--- src/rtl/dram_store_buf_pkg.sv ---
// hxd32 store-buffer shared types.
//   sbuf_entry_t : one buffered store (word address, lane-aligned data, byte enables)
//   BYTE_LANES   : byte lanes per data word
//   word_addr()  : strips the byte offset from a byte address
// The entry layout is sized by SBUF_XLEN; dram_store_buf's XLEN must match it.
package hxd32_sbuf_pkg;

  localparam int unsigned SBUF_XLEN  = 32;
  localparam int unsigned BYTE_LANES = 4;
  localparam int unsigned WADDR_W    = SBUF_XLEN - 2;

  typedef struct packed {
    logic [WADDR_W-1:0]    waddr;
    logic [SBUF_XLEN-1:0]  data;
    logic [BYTE_LANES-1:0] byte_en;
  } sbuf_entry_t;

  function automatic logic [WADDR_W-1:0] word_addr(input logic [SBUF_XLEN-1:0] addr);
    return addr[SBUF_XLEN-1:2];
  endfunction

endpackage

--- src/rtl/dram_store_buf_fwd.sv ---
// sbuf_fwd: combinational load-data merge for the store buffer.
//   entries   : buffer storage, indexed by physical slot
//   valid     : per-slot valid mask
//   head      : slot of the oldest entry
//   rd_addr   : load byte address
//   base_data : DRAM read data used for lanes with no pending store
//   rd_data   : merged load word
// Slots are walked oldest to youngest so a later match overwrites an earlier
// one; the last writer of each lane therefore wins.
module sbuf_fwd
  import hxd32_sbuf_pkg::*;
#(
  parameter  int unsigned DEPTH = 4,
  localparam int unsigned PTR_W = $clog2(DEPTH)
) (
  input  sbuf_entry_t           entries [DEPTH],
  input  logic [DEPTH-1:0]      valid,
  input  logic [PTR_W-1:0]      head,
  input  logic [SBUF_XLEN-1:0]  rd_addr,
  input  logic [SBUF_XLEN-1:0]  base_data,
  output logic [SBUF_XLEN-1:0]  rd_data
);

  logic [PTR_W-1:0] idx;

  always_comb begin
    rd_data = base_data;
    idx     = '0;
    for (int unsigned k = 0; k < DEPTH; k++) begin
      idx = head + PTR_W'(k);
      if (valid[idx] && (entries[idx].waddr == word_addr(rd_addr))) begin
        for (int unsigned lane = 0; lane < BYTE_LANES; lane++) begin
          if (entries[idx].byte_en[lane]) begin
            rd_data[8*lane +: 8] = entries[idx].data[8*lane +: 8];
          end
        end
      end
    end
  end

endmodule

--- src/rtl/dram_store_buf.sv ---
// dram_store_buf: store buffer between the hxd32 data-memory port and DRAM.
//   clk_i, rst_i            : clock, synchronous active-high reset
//   cpu_wr_*                : core store request (byte_en != 0 means a store)
//   cpu_rd_en_i/addr_i      : core load request
//   cpu_rd_data_o           : load word (combinational)
//   cpu_stall_o             : core must hold its current instruction
//   mem_wr_*                : valid/ready write port driven from the oldest entry
//   mem_rd_addr_o/data_i    : combinational DRAM read port
// Build option DRAM_SBUF_FWD_EN: when defined, pending store bytes are merged
// into load data; when undefined, a load hitting a pending word stalls until
// the matching entries have drained.
module dram_store_buf
  import hxd32_sbuf_pkg::*;
#(
  parameter int unsigned XLEN  = 32,
  parameter int unsigned DEPTH = 4
) (
  input  logic            clk_i,
  input  logic            rst_i,
  input  logic [XLEN-1:0] cpu_wr_addr_i,
  input  logic [XLEN-1:0] cpu_wr_data_i,
  input  logic [3:0]      cpu_wr_byte_en_i,
  input  logic            cpu_rd_en_i,
  input  logic [XLEN-1:0] cpu_rd_addr_i,
  output logic [XLEN-1:0] cpu_rd_data_o,
  output logic            cpu_stall_o,
  output logic            mem_wr_valid_o,
  input  logic            mem_wr_ready_i,
  output logic [XLEN-1:0] mem_wr_addr_o,
  output logic [XLEN-1:0] mem_wr_data_o,
  output logic [3:0]      mem_wr_byte_en_o,
  output logic [XLEN-1:0] mem_rd_addr_o,
  input  logic [XLEN-1:0] mem_rd_data_i
);

  localparam int unsigned PTR_W      = $clog2(DEPTH);
  localparam logic [PTR_W:0] FULL_COUNT = (PTR_W + 1)'(DEPTH);

  sbuf_entry_t      entries [DEPTH];
  logic [DEPTH-1:0] valid;
  logic [PTR_W-1:0] head;
  logic [PTR_W-1:0] tail;
  logic [PTR_W:0]   count;

  logic store_req;
  logic push;
  logic pop;
  logic load_stall;

  assign store_req   = |cpu_wr_byte_en_i;
  assign pop         = mem_wr_valid_o & mem_wr_ready_i;
  // A full buffer still accepts a store in the cycle its head drains.
  assign cpu_stall_o = (store_req & (count == FULL_COUNT) & ~pop) | load_stall;
  assign push        = store_req & ~cpu_stall_o;

  assign mem_wr_valid_o   = (count != '0);
  assign mem_wr_addr_o    = {entries[head].waddr, 2'b00};
  assign mem_wr_data_o    = entries[head].data;
  assign mem_wr_byte_en_o = mem_wr_valid_o ? entries[head].byte_en : '0;
  assign mem_rd_addr_o    = cpu_rd_addr_i;

  always_ff @(posedge clk_i) begin
    if (rst_i) begin
      head  <= '0;
      tail  <= '0;
      count <= '0;
      valid <= '0;
    end else begin
      // At full, head == tail on a push+pop; the push's set must win.
      if (pop) begin
        valid[head] <= 1'b0;
        head        <= head + 1'b1;
      end
      if (push) begin
        valid[tail] <= 1'b1;
        tail        <= tail + 1'b1;
      end
      unique case ({push, pop})
        2'b10:   count <= count + 1'b1;
        2'b01:   count <= count - 1'b1;
        default: count <= count;
      endcase
    end
  end

  always_ff @(posedge clk_i) begin
    if (push) begin
      entries[tail] <= '{waddr:   word_addr(cpu_wr_addr_i),
                         data:    cpu_wr_data_i,
                         byte_en: cpu_wr_byte_en_i};
    end
  end

`ifdef DRAM_SBUF_FWD_EN
  logic unused_rd_en;
  assign unused_rd_en = cpu_rd_en_i;
  assign load_stall   = 1'b0;

  sbuf_fwd #(
    .DEPTH (DEPTH)
  ) u_fwd (
    .entries   (entries),
    .valid     (valid),
    .head      (head),
    .rd_addr   (cpu_rd_addr_i),
    .base_data (mem_rd_data_i),
    .rd_data   (cpu_rd_data_o)
  );
`else
  logic rd_hit;

  always_comb begin
    rd_hit = 1'b0;
    for (int unsigned i = 0; i < DEPTH; i++) begin
      if (valid[i] && (entries[i].waddr == word_addr(cpu_rd_addr_i))) begin
        rd_hit = 1'b1;
      end
    end
  end

  assign load_stall    = cpu_rd_en_i & rd_hit;
  assign cpu_rd_data_o = mem_rd_data_i;
`endif

endmodule
--- config.mk ---
export PLATFORM = sky130hd
export DESIGN_NAME = dram_store_buf
export DESIGN_NICKNAME = d
export VERILOG_FILES = /design/src/rtl/dram_store_buf_pkg.sv /design/src/rtl/dram_store_buf_fwd.sv /design/src/rtl/dram_store_buf.sv
export SDC_FILE = /design/constraint.sdc
export NUM_CORES = 1
export LEC_CHECK = 0
export ABC_AREA = 1
export CORE_AREA = 2 2 193 138
export DETAILED_ROUTE_END_ITERATION = 10
export DIE_AREA = 0 0 195 140
export PLACE_DENSITY = 0.8
export SYNTH_ARGS = -nofsm -noshare
export SYNTH_HDL_FRONTEND = slang
export SYNTH_SLANG_ARGS = --single-unit
--- constraint.sdc ---
create_clock -name clk_i -period 5.25 [get_ports clk_i]
set_input_delay 1.05 -clock clk_i [delete_from_list [all_inputs] [get_ports clk_i]]
set_output_delay 1.05 -clock clk_i [all_outputs]
set_load 0.01 [all_outputs]
==> summary.txt <==
Place
  • Post-DP HPWL: 22.8 mm
  • Port bufs: 197
  • Routability congestion estimate: 0.907
  • DP Worst Slack: 0.858 ns

Logic synthesis
  • Adder-Cell Fraction of Synth Area: 0.0102
  • Post-synthesis xor/xnor area fraction: 0.00672
  • Yosys top cell area share: 0.608
  • Async SR Flop Fraction: 0
  • Yosys synthesis warning count: 0
  • Number of library cell types mapped by synthesis: 27
  • Post-synth top area cell: edfxtp_1
  • Post-Synth Simple-Gate Area: 0.158
  • Synthesized instance count: 1339
  • Main combinational cell family by area after synthesis: simple AND/OR/NAND/NOR gates
  • Sequential fraction of the synthesis area: 0.628
  • Post-synth top cells: nand2_1, edfxtp_1, nor2_1
  • Synth Area in Compound Gates: 0.107
  • Top_reg_cell synth: edfxtp_1
  • Largest cells by area after synthesis: edfxtp_1, nand2_1, o21ai_0
  • Most frequent cell after synthesis: nand2_1
  • Synthesized flop and latch total: 277
  • Post-synthesis mux area share: 0
  • Syn avg cell area: 9.73 um2
  • Post-synth EDFFs: 264
  • Synthesized area: 13000 um2

Power and ir drop
  • Combinational fraction of design power: 0.321
  • Leak: 6.21 nW
  • Internal power: 4.69 mW
  • Sw Share: 0.324
  • VDD IR max: 0.000372 V
  • Sequential power share: 0.421
  • PwrDens: 441 nW/um2
  • Clock share of power: 0.258
  • Power Total: 6.93 mW
  • Sw Pwr: 2.25 mW

Routing
  • First-pass iteration count of the detailed router: 5
  • DRC Markers: 0
  • Post-detailed-route via-to-cell ratio: 5.39
  • Final ANT Viol Nets: 0
  • Total wire length: 34.5 mm
  • Vias: 9814
  • Drt wl/cell: 18.9 um
  • DR iter-0 viols: 993

Worst setup path
  • Flop2flop setup slack: 2.43 ns
  • Max incr delay on CP: 0.58 ns
  • Worst Path Arrival: 3.41 ns
  • Max FO, Critical Path: 8
  • CP bufs+invs: 3
  • Setup crit end kind: primary output
  • Worst setup path class: in -> out
  • Critical path's top delay family: buffers and inverters
  • Worst setup SP type: input pin
  • Slowest stage cell, crit path: clkdlybuf4s50_1
  • Required time worst endpoint: 4.20 ns
  • Crit-path cells: clkdlybuf4s50_1 > inv_1 > nand2_1 > o21ai_0 > nor2_1 > nand2_1 > nor2_1 > nand2_1 > nor2_1 > nor2_1 > nand2_2 > nand2_4 > nand2_1 > clkdlybuf4s50_1

Clock tree
  • CTS tree: built
  • Clock Sinks: 277
  • CTS resizes: 0
  • Worst-path clk slew: 0.07 ns
  • CTS HTree Levels: 1
  • Hold-fix buffer count after cts: 0
  • Inserted Clock Buffers: 27
  • Setup bufs post-CTS: 0
  • Root Driver: clkbuf_16
  • Clock buffer depth: 3
  • Insertion delay to the later sink of the worst-skew pair: 0.55 ns

Cells and area
  • Area Growth Syn to Fin: 20.6%
  • Layout cells sized above 1: 0.0498
  • Final #Nets: 1612
  • Fill cells: 2040

Flow run
  • Max-Cap Viols: 0

Timing
  • RSZ-0062 raised after global routing: false
  • Slew HR: 0.310
  • Hold Fails Final Rpt: 0
  • Clock Skews: 0.0164 ns
  • Max Slew Vio Count: 0
  • F_max: 224 MHz
  • Final Cycle Share: 0.850
  • Final setup fails: 0
  • Fin crit period: 4.46 ns
  • Worst-Margin Slew: 1.04 ns
  • PnR worst setup slack: 0.789 ns
  • Setup TNS Final: 0 ns

Floorplanning
  • Chip Height: 140 um
  • Core ar.: 25400 um2
  • Full die area: 27300 um2
  • Initial core utilization: 0.514
  • # IOs: 270
  • Die width: 195 um
  • # rows: 49

GRT
  • Antenna violations before repair: 6
  • Largest net degree at the start of global routing: 106
  • GR Util All Layers: 0.248
  • Vias in the first global route: 9447
  • Grt total ovfl: 0
  • Global-route wire length before repair: 52.1 mm

Run status
  • Status: finished clean

Worst hold path
  • Hold Path Class: reg -> reg
-- layer usage --
| layer | GRT usage | wire (um) | vias to the layer above |
|---|---|---|---|
| li1 | - | - | 4683 |
| met4 | 0.0828 | 1000 | 2 |
| met1 | 0.339 | 14000 | 4569 |
| met5 | 0 | 13 | - |
| met2 | 0.400 | 15900 | 488 |
| met3 | 0.0508 | 3560 | 72 |
-- layout by cell type (no fill, tap or decap), drive strengths merged --
cell / instances
nand2: 324
edfxtp: 264
clkdlybuf4s50: 197
nor2: 192
o21ai: 159
inv: 135
a21oi: 65
o22ai: 44
clkbuf: 30
clkinv: 17
dfxtp: 13
buf: 10
ha: 9
xnor2: 8
nand4: 7
diode: 5
nand3: 5
xor2: 2
conb: 2
or4: 1
fa: 1
bufinv: 1
-- through the flow --
stage          std cells  instance area [um2]  hold slack (ns)   util
3_5_place_dp        1768                14900            0.486  0.587
5_1_grt             1819                15700            0.501  0.619
6_report            1822                15700            0.497  0.619
4_1_cts             1817                15700            0.489  0.619
2_1_floorplan       1340                13000            0.434      -
3_3_place_gp        1768                14900            0.463  0.587
-- power by group through the flow --
| stage | sequential (mW) | combinational, mW | clock [mW] |
|---|---|---|---|
| 6_report | 2.92 | 2.23 | 1.79 |
| 5_1_grt | 2.94 | 2.42 | 1.89 |
| 4_1_cts | 2.92 | 2.24 | 1.81 |
| 3_5_place_dp | 2.96 | 2.22 | 0 |
| 3_3_place_gp | 2.95 | 2.19 | 0 |
| 2_1_floorplan | 2.91 | 1.16 | 0 |
-- worst paths after layout --
path | start | to | depth (start not counted)
max reg2reg | entries[0][56] | count[2] | 16
min reg2reg | count[0] | count[0] | 1
max | cpu_rd_addr_i[31] | cpu_stall_o | 14
min | count[0] | count[0] | 1
-- flip-flops by register name (all words and copies together), names as in the netlist, named ones only --
register	cells
tail	2
entries	264
valid	4
count	3
head	2
-- logic make-up (layout without fill, tap and decap cells) --
| group | Yosys count | in the layout |
|---|---|---|
| compound gates | 268 | 268 |
| xor+xnor | 10 | 10 |
| fa+ha+maj | 10 | 10 |
| buf+inv | 244 | 390 |
| flops | 277 | 277 |
| other cells | 1 | 7 |
| simple gates | 529 | 529 |
-- area by class of cell --
class,instances,area [um2],area share
clock inverters,19,111,0.00709
inverters,134,505,0.0322
repair buffers,207,2110,0.134
clock buffers,30,687,0.0437
diodes,5,12.5,0.000796
flip-flops and latches,277,8190,0.521
well taps,331,414,0.0264
multi-input cells,819,3680,0.234
-- worst reg2reg max path: cells and delay by family, from the launching register on --
kind,cells,cell delay (ns)
simple gates,8,0.85
flops,1,0.40
compound gates,4,0.58
xor+xnor,1,0.31
buf+inv,1,0.06
fa+ha+maj,2,0.52
No activity file was read; power rests on OpenSTA's default activity.
